==> src/rtl/pcs_pkg.sv <==
// Shared definitions for the 10GBASE-R transmit path: sequencer states,
// idle control code and the encoder's block-type field values.
package pcs_pkg;

    typedef enum logic [1:0] {
        ST_IDLE  = 2'd0,
        ST_DATA  = 2'd1,
        ST_TERM0 = 2'd2
    } pcs_tx_state_t;

    localparam logic [6:0] CTRL_IDLE = 7'h00;

    localparam logic [7:0] BT_IDLE   = 8'h1E;
    localparam logic [7:0] BT_START0 = 8'h78;
    localparam logic [7:0] BT_TERM0  = 8'h87;
    localparam logic [7:0] BT_TERM1  = 8'h99;
    localparam logic [7:0] BT_TERM2  = 8'hAA;
    localparam logic [7:0] BT_TERM3  = 8'hB4;
    localparam logic [7:0] BT_TERM4  = 8'hCC;
    localparam logic [7:0] BT_TERM5  = 8'hD2;
    localparam logic [7:0] BT_TERM6  = 8'hE1;
    localparam logic [7:0] BT_TERM7  = 8'hFF;

    // Block-type byte the encoder selects for a given set of control flags/keep.
    function automatic logic [7:0] blk_type(input logic       idle_v,
                                            input logic       start_v,
                                            input logic       term_v,
                                            input logic [7:0] keep);
        logic [7:0] bt;
        bt = 8'h00;
        if (idle_v) begin
            bt = BT_IDLE;
        end else if (start_v) begin
            bt = BT_START0;
        end else if (term_v) begin
            case (keep)
                8'h01:   bt = BT_TERM1;
                8'h03:   bt = BT_TERM2;
                8'h07:   bt = BT_TERM3;
                8'h0F:   bt = BT_TERM4;
                8'h1F:   bt = BT_TERM5;
                8'h3F:   bt = BT_TERM6;
                8'h7F:   bt = BT_TERM7;
                default: bt = BT_TERM0;
            endcase
        end
        return bt;
    endfunction

endpackage

==> src/rtl/pcs_tx_term_align.sv <==
// Terminate payload alignment: shift the last beat up one byte (slot 0 is
// the block-type field) and clear every byte beyond the last valid one.
module pcs_tx_term_align #(
    parameter int unsigned DATA_W = 64,
    parameter int unsigned KEEP_W = DATA_W / 8
) (
    input  logic [KEEP_W-1:0] keep_i,
    input  logic [DATA_W-1:0] data_i,
    output logic [DATA_W-1:0] data_o
);

    // The top byte and top keep bit can never land inside a terminate block.
    logic unused_top_bits;
    assign unused_top_bits = ^{keep_i[KEEP_W-1], data_i[DATA_W-1 -: 8]};

    always_comb begin
        data_o = '0;
        for (int i = 1; i < int'(KEEP_W); i++) begin
            if (keep_i[i-1]) begin
                data_o[8*i +: 8] = data_i[8*(i-1) +: 8];
            end
        end
    end

endmodule

==> src/rtl/pcs_tx_ctrl.sv <==
// MAC-to-PCS transmit sequencer: frames MAC beats into start/data/terminate
// blocks, fills gaps with idles, enforces the IPG and follows gearbox stalls.
module pcs_tx_ctrl
    import pcs_pkg::*;
#(
    parameter int unsigned DATA_W  = 64,
    parameter int unsigned KEEP_W  = DATA_W / 8,
    parameter int unsigned IPG_BLK = 1,
    parameter int unsigned CNT_W   = 4
) (
    input  logic              clk,
    input  logic              reset,
    input  logic              s_valid_i,
    output logic              s_ready_o,
    input  logic [DATA_W-1:0] s_data_i,
    input  logic [KEEP_W-1:0] s_keep_i,
    input  logic              s_last_i,
    input  logic              gb_ready_i,
    output logic              enc_ctrl_v_o,
    output logic              enc_idle_v_o,
    output logic              enc_start_v_o,
    output logic              enc_term_v_o,
    output logic              enc_err_v_o,
    output logic [DATA_W-1:0] enc_data_o,
    output logic [KEEP_W-1:0] enc_keep_o,
    output logic              underrun_o
);

    localparam logic [DATA_W-1:0] IDLE_DATA = {KEEP_W{1'b0, CTRL_IDLE}};
    localparam logic [KEEP_W-1:0] KEEP_ALL  = {KEEP_W{1'b1}};
    localparam logic [CNT_W-1:0]  IPG_LOAD  = CNT_W'(IPG_BLK);

    pcs_tx_state_t     state_q, state_d;
    logic [CNT_W-1:0]  ipg_q, ipg_d;
    logic              ctrl_q, ctrl_d, idle_q, idle_d, start_q, start_d;
    logic              term_q, term_d, err_q, err_d, underrun_q, underrun_d;
    logic [DATA_W-1:0] data_q, data_d, term_data_c;
    logic [KEEP_W-1:0] keep_q, keep_d;
    logic              accept_c;

    pcs_tx_term_align #(
        .DATA_W (DATA_W),
        .KEEP_W (KEEP_W)
    ) u_term_align (
        .keep_i (s_keep_i),
        .data_i (s_data_i),
        .data_o (term_data_c)
    );

    assign s_ready_o = ~reset & gb_ready_i &
                       (((state_q == ST_IDLE) && (ipg_q == '0)) || (state_q == ST_DATA));
    assign accept_c  = s_valid_i & s_ready_o;

    always_ff @(posedge clk) begin
        if (reset) begin
            state_q    <= ST_IDLE;
            ipg_q      <= '0;
            ctrl_q     <= 1'b1;
            idle_q     <= 1'b1;
            start_q    <= 1'b0;
            term_q     <= 1'b0;
            err_q      <= 1'b0;
            data_q     <= '0;
            keep_q     <= '0;
            underrun_q <= 1'b0;
        end else begin
            state_q    <= state_d;
            ipg_q      <= ipg_d;
            ctrl_q     <= ctrl_d;
            idle_q     <= idle_d;
            start_q    <= start_d;
            term_q     <= term_d;
            err_q      <= err_d;
            data_q     <= data_d;
            keep_q     <= keep_d;
            underrun_q <= underrun_d;
        end
    end

    // Next block selection; everything except the underrun pulse holds while stalled.
    always_comb begin
        state_d    = state_q;
        ipg_d      = ipg_q;
        ctrl_d     = ctrl_q;
        idle_d     = idle_q;
        start_d    = start_q;
        term_d     = term_q;
        err_d      = err_q;
        data_d     = data_q;
        keep_d     = keep_q;
        underrun_d = 1'b0;

        if (gb_ready_i) begin
            ctrl_d  = 1'b1;
            idle_d  = 1'b0;
            start_d = 1'b0;
            term_d  = 1'b0;
            err_d   = 1'b0;
            data_d  = '0;
            keep_d  = '0;
            unique case (state_q)
                ST_IDLE: begin
                    if (accept_c) begin
                        start_d = 1'b1;
                        data_d  = s_data_i;
                        keep_d  = KEEP_ALL;
                        state_d = s_last_i ? ST_TERM0 : ST_DATA;
                    end else begin
                        idle_d = 1'b1;
                        data_d = IDLE_DATA;
                        if (ipg_q != '0) begin
                            ipg_d = ipg_q - CNT_W'(1);
                        end
                    end
                end
                ST_DATA: begin
                    if (!s_valid_i) begin
                        term_d     = 1'b1;
                        err_d      = 1'b1;
                        underrun_d = 1'b1;
                        ipg_d      = IPG_LOAD;
                        state_d    = ST_IDLE;
                    end else if (!s_last_i || (s_keep_i == KEEP_ALL)) begin
                        ctrl_d = 1'b0;
                        data_d = s_data_i;
                        keep_d = KEEP_ALL;
                        if (s_last_i) begin
                            state_d = ST_TERM0;
                        end
                    end else begin
                        term_d  = 1'b1;
                        data_d  = term_data_c;
                        keep_d  = s_keep_i;
                        ipg_d   = IPG_LOAD;
                        state_d = ST_IDLE;
                    end
                end
                ST_TERM0: begin
                    term_d  = 1'b1;
                    ipg_d   = IPG_LOAD;
                    state_d = ST_IDLE;
                end
                default: begin
                    idle_d  = 1'b1;
                    state_d = ST_IDLE;
                end
            endcase
        end
    end

    assign enc_ctrl_v_o  = ctrl_q;
    assign enc_idle_v_o  = idle_q;
    assign enc_start_v_o = start_q;
    assign enc_term_v_o  = term_q;
    assign enc_err_v_o   = err_q;
    assign enc_data_o    = data_q;
    assign enc_keep_o    = keep_q;
    assign underrun_o    = underrun_q;

endmodule

==> config.mk <==
export PLATFORM = sky130hd
export DESIGN_NAME = pcs_tx_ctrl
export DESIGN_NICKNAME = d
export VERILOG_FILES = /design/src/rtl/pcs_pkg.sv /design/src/rtl/pcs_tx_term_align.sv /design/src/rtl/pcs_tx_ctrl.sv
export SDC_FILE = /design/constraint.sdc
export NUM_CORES = 1
export LEC_CHECK = 0
export CORE_ASPECT_RATIO = 1.2
export CORE_MARGIN = 2
export CORE_UTILIZATION = 48
export DETAILED_ROUTE_END_ITERATION = 6
export GPL_TIMING_DRIVEN = 0
export PLACE_DENSITY = 0.85
export SLEW_MARGIN = 0
export SYNTH_ARGS = -nofsm -noshare
export SYNTH_HDL_FRONTEND = slang
export SYNTH_SLANG_ARGS = --single-unit
==> constraint.sdc <==
create_clock -name clk -period 3 [get_ports clk]
set_input_delay 0.6 -clock clk [delete_from_list [all_inputs] [get_ports clk]]
set_output_delay 0.6 -clock clk [all_outputs]
set_load 0.05 [all_outputs]
==> reports/qor.csv <==
stage;metric;value;unit
routing;max layer used;met4;
hold_path;Hold Crit Class;reg -> reg;
global_route;total congestion overflow;0;
sta;Worst Tran Pin Value;881;ps
synth;xor/xnor share of the synthesized area;0;
placement;Inst Count DP;743;
routing;wire per inst;19.6;µm
routing;final wirelength;14900;µm
sta;final worst path period share;0.944;
synth;Mapped Cells;477;
floorplan;Initial Util;0.495;
routing;WL met1;5790;µm
final_layout;design area;6080;µm²
routing;Routed Antenna Nets;0;
floorplan;# IOs;156;
synth;combinational family with the most area after synthesis;compound AO/OA/AOI/OAI gates;
critical_path;critical path class;in -> out;
clock_tree;clk sink count;84;
synth;flops & latches, synth;84;
synth;most common flop cell mapped by yosys;dfxtp_1;
clock_tree;CTS H-tree depth;3;
routing;wire length on met2;7050;µm
placement;# port buffers;149;
routing;Detailed Route Iter0 Violations;349;
placement;RePlAce Congestion;0.931;
global_route;largest net degree at the start of global routing;14;
clock_tree;Clock Path Buffers;2;
sta;fmax;353;MHz
power_and_ir_drop;Pwr Total;3.28;mW
synth;Synthesized Nets;560;
synth;Mapped Area;4260;µm²
sta;skew final;9.49;ps
final_layout;layout cells sized above 1;0.0857;
sta;Slew Limit Fails;0;
synth;Post-synth ARST share;0;
global_route;number of global-route vias before repair;4600;
routing;drt drc;0;
sta;RSZ-0062 raised after global routing;false;
clock_tree;# hold bufs at CTS;0;
clock_tree;cts bufs inserted;9;
critical_path;startpoint types;input pin;
synth;number of flops mapped to enable cells by yosys;0;
synth;sequential fraction of the synthesis area;0.394;
clock_tree;CTS tree;done;
critical_path;element type at the critical path end;output port;
routing;via count;4824;
job;# Max-Cap Violations;0;
clock_tree;clk root buf;clkbuf_8;
floorplan;die area;9650;µm²
sta;setup_tns;0;ps
clock_tree;worst skew pair latency;360;ps
synth;post-synthesis adder-cell area fraction;0.0176;
final_layout;Ant. Diodes;0;
clock_tree;Clk pin slew, worst setup/hold paths;80;ps
synth;Yosys Warn Count;0;
routing;drt via density;6.36;
final_layout;Final Non-Filler Cells;759;
floorplan;die width;90.0;µm
critical_path;CP required;2400;ps
sta;Final WS setup;169;ps
placement;pre-CTS WS;-117;ps
critical_path;crit path DAT;2230;ps
global_route;first-pass GRT wire length;23200;µm
placement;Post-DP HPWL;11200;µm
final_layout;Layout area overhead;42.7;%
power_and_ir_drop;leak pwr;2.14;nW
placement;Post-DP Area;5900;µm²
floorplan;chip height;107;µm
synth;Synth cell types;49;
final_layout;nets;720;
critical_path;Max FO, Critical Path;10;
outcome;status;completed;
sta;Slew headroom;0.412;
synth;simple-gate share of the synthesized area;0.0837;
hold_path;min-delay src;enc_err_v_o$_SDFFE_PP0P_;
synth;Compound-Gate Fraction of Synth Area;0.413;
sta;Hold Vio Cnt, Final;0;
power_and_ir_drop;pwr dens;539;nW/µm²
global_route;antenna violations before repair;0;
synth;multiplexer area fraction after synthesis;0.00264;
sta;Min Clock Period, post-route;2830;ps
synth;Syn Area/Cell;8.94;µm²
floorplan;core area;8610;µm²
floorplan;row cnt;37;
routing;routed length on met3;1400;µm
routing;drt pass-1 iters;5;
sta;hold slack;453;ps
sta;Setup-failing EPs final;0;
critical_path;CP startpoint;gb_ready_i;
critical_path;Critical R2R Launch;state_q[1]$_SDFFE_PP0P_;
final_layout;final core occ;0.706;
power_and_ir_drop;Worst VDD drop;0.416;mV
global_route;gr usage total;0.297;
[final cells by class]
type / count / area [µm²]
sequential: 84 / 1680
tap: 117 / 146
timing repair buffer: 149 / 1490
buffer: 50 / 240
fill: 694 / 2530
clock inverter: 5 / 52.6
multi-input combinational: 306 / 2200
inverter: 37 / 139
clock buffer: 11 / 131
[worst max-delay path: stages]
cell and delay [ps]:
buf_2 180, inv_1 90, clkbuf_1 250, clkbuf_1 290, nor3_1 260, dlygate4sd2_1 560
[state kept, by name, summed over array words and instances, names as in the netlist]
signal,flops
enc_idle_v_o,1
state_q,2
enc_err_v_o,1
enc_term_v_o,1
enc_data_o,64
enc_ctrl_v_o,1
enc_start_v_o,1
enc_keep_o,8
ipg_q,4
underrun_o,1
[final timing paths]
kind / cells past startpoint / end / slack, ps
setup / recovery: 6 / s_ready_o / 170
setup reg to reg: 9 / enc_data_o[45]$_SDFFE_PP0P_ / 520
hold / removal: 1 / enc_err_v_o$_SDFFE_PP0P_ / 450
hold reg to reg: 1 / enc_err_v_o$_SDFFE_PP0P_ / 450
[power breakdown]
part	internal [mW]	switching [mW]
logic	0.434	0.773
registers	1.22	0.0666
clock network	0.381	0.407
total	2.04	1.25
[cells in the mapped netlist, drive strengths merged, types with 2 or more instances]
library cell / instances / area share
and4: 2 / 0.0053
a22oi: 34 / 0.060
buf: 25 / 0.034
ha: 6 / 0.018
nand2: 58 / 0.052
o21ai: 7 / 0.0082
o31ai: 26 / 0.046
a32o: 15 / 0.035
a31oi: 24 / 0.035
a211oi: 4 / 0.0082
o32ai: 2 / 0.0041
a21boi: 24 / 0.042
a2111oi: 29 / 0.068
a221oi: 25 / 0.051
nor2: 6 / 0.0053
a21o: 4 / 0.0070
a31o: 7 / 0.014
clkbuf: 25 / 0.022
o211ai: 2 / 0.0035
a21oi: 13 / 0.015
dfxtp: 84 / 0.39
inv: 36 / 0.032
nor3: 3 / 0.0035
[cell usage in the layout, fill, tap and decap left out, types with 2 or more instances in the layout]
cell / count
a31oi_1: 24
clkinv_2: 3
a21boi_0: 24
buf_1: 2
a31o_2: 5
a21oi_1: 13
a32o_1: 15
a21o_1: 4
nor2_1: 6
o32ai_1: 2
buf_2: 18
buf_4: 2
clkbuf_8: 9
buf_6: 3
nor3_1: 3
a2111oi_2: 3
ha_1: 6
clkdlybuf4s50_1: 148
clkbuf_1: 27
o21ai_0: 6
inv_1: 35
dfxtp_1: 84
a31o_1: 2
o211ai_1: 2
o31ai_1: 26
nand2_1: 57
and4_4: 2
a221oi_1: 25
a2111oi_0: 25
a22oi_1: 34
a211oi_1: 3
[cell families after synthesis]
group	after synthesis
multiplexers	1
buffers and inverters	87
AND/OR/NAND/NOR	77
flip-flops	84
adder cells (fa/ha/maj)	6
AO/OA/AOI/OAI	222
[per-layer routing]
layer  vias up  GRT usage
li1       2178          -
met1      2266      0.364
met2       319      0.503
met3        61     0.0569
met4         0      0.142
met5         -          0
[repair_timing]
item                       4_1_cts  5_1_grt
resized for setup                1        0
hold endpoints to repair         0        0
setup buffers                    0        0
setup endpoints to repair        1        0
(Power assumes the default switching activity.)
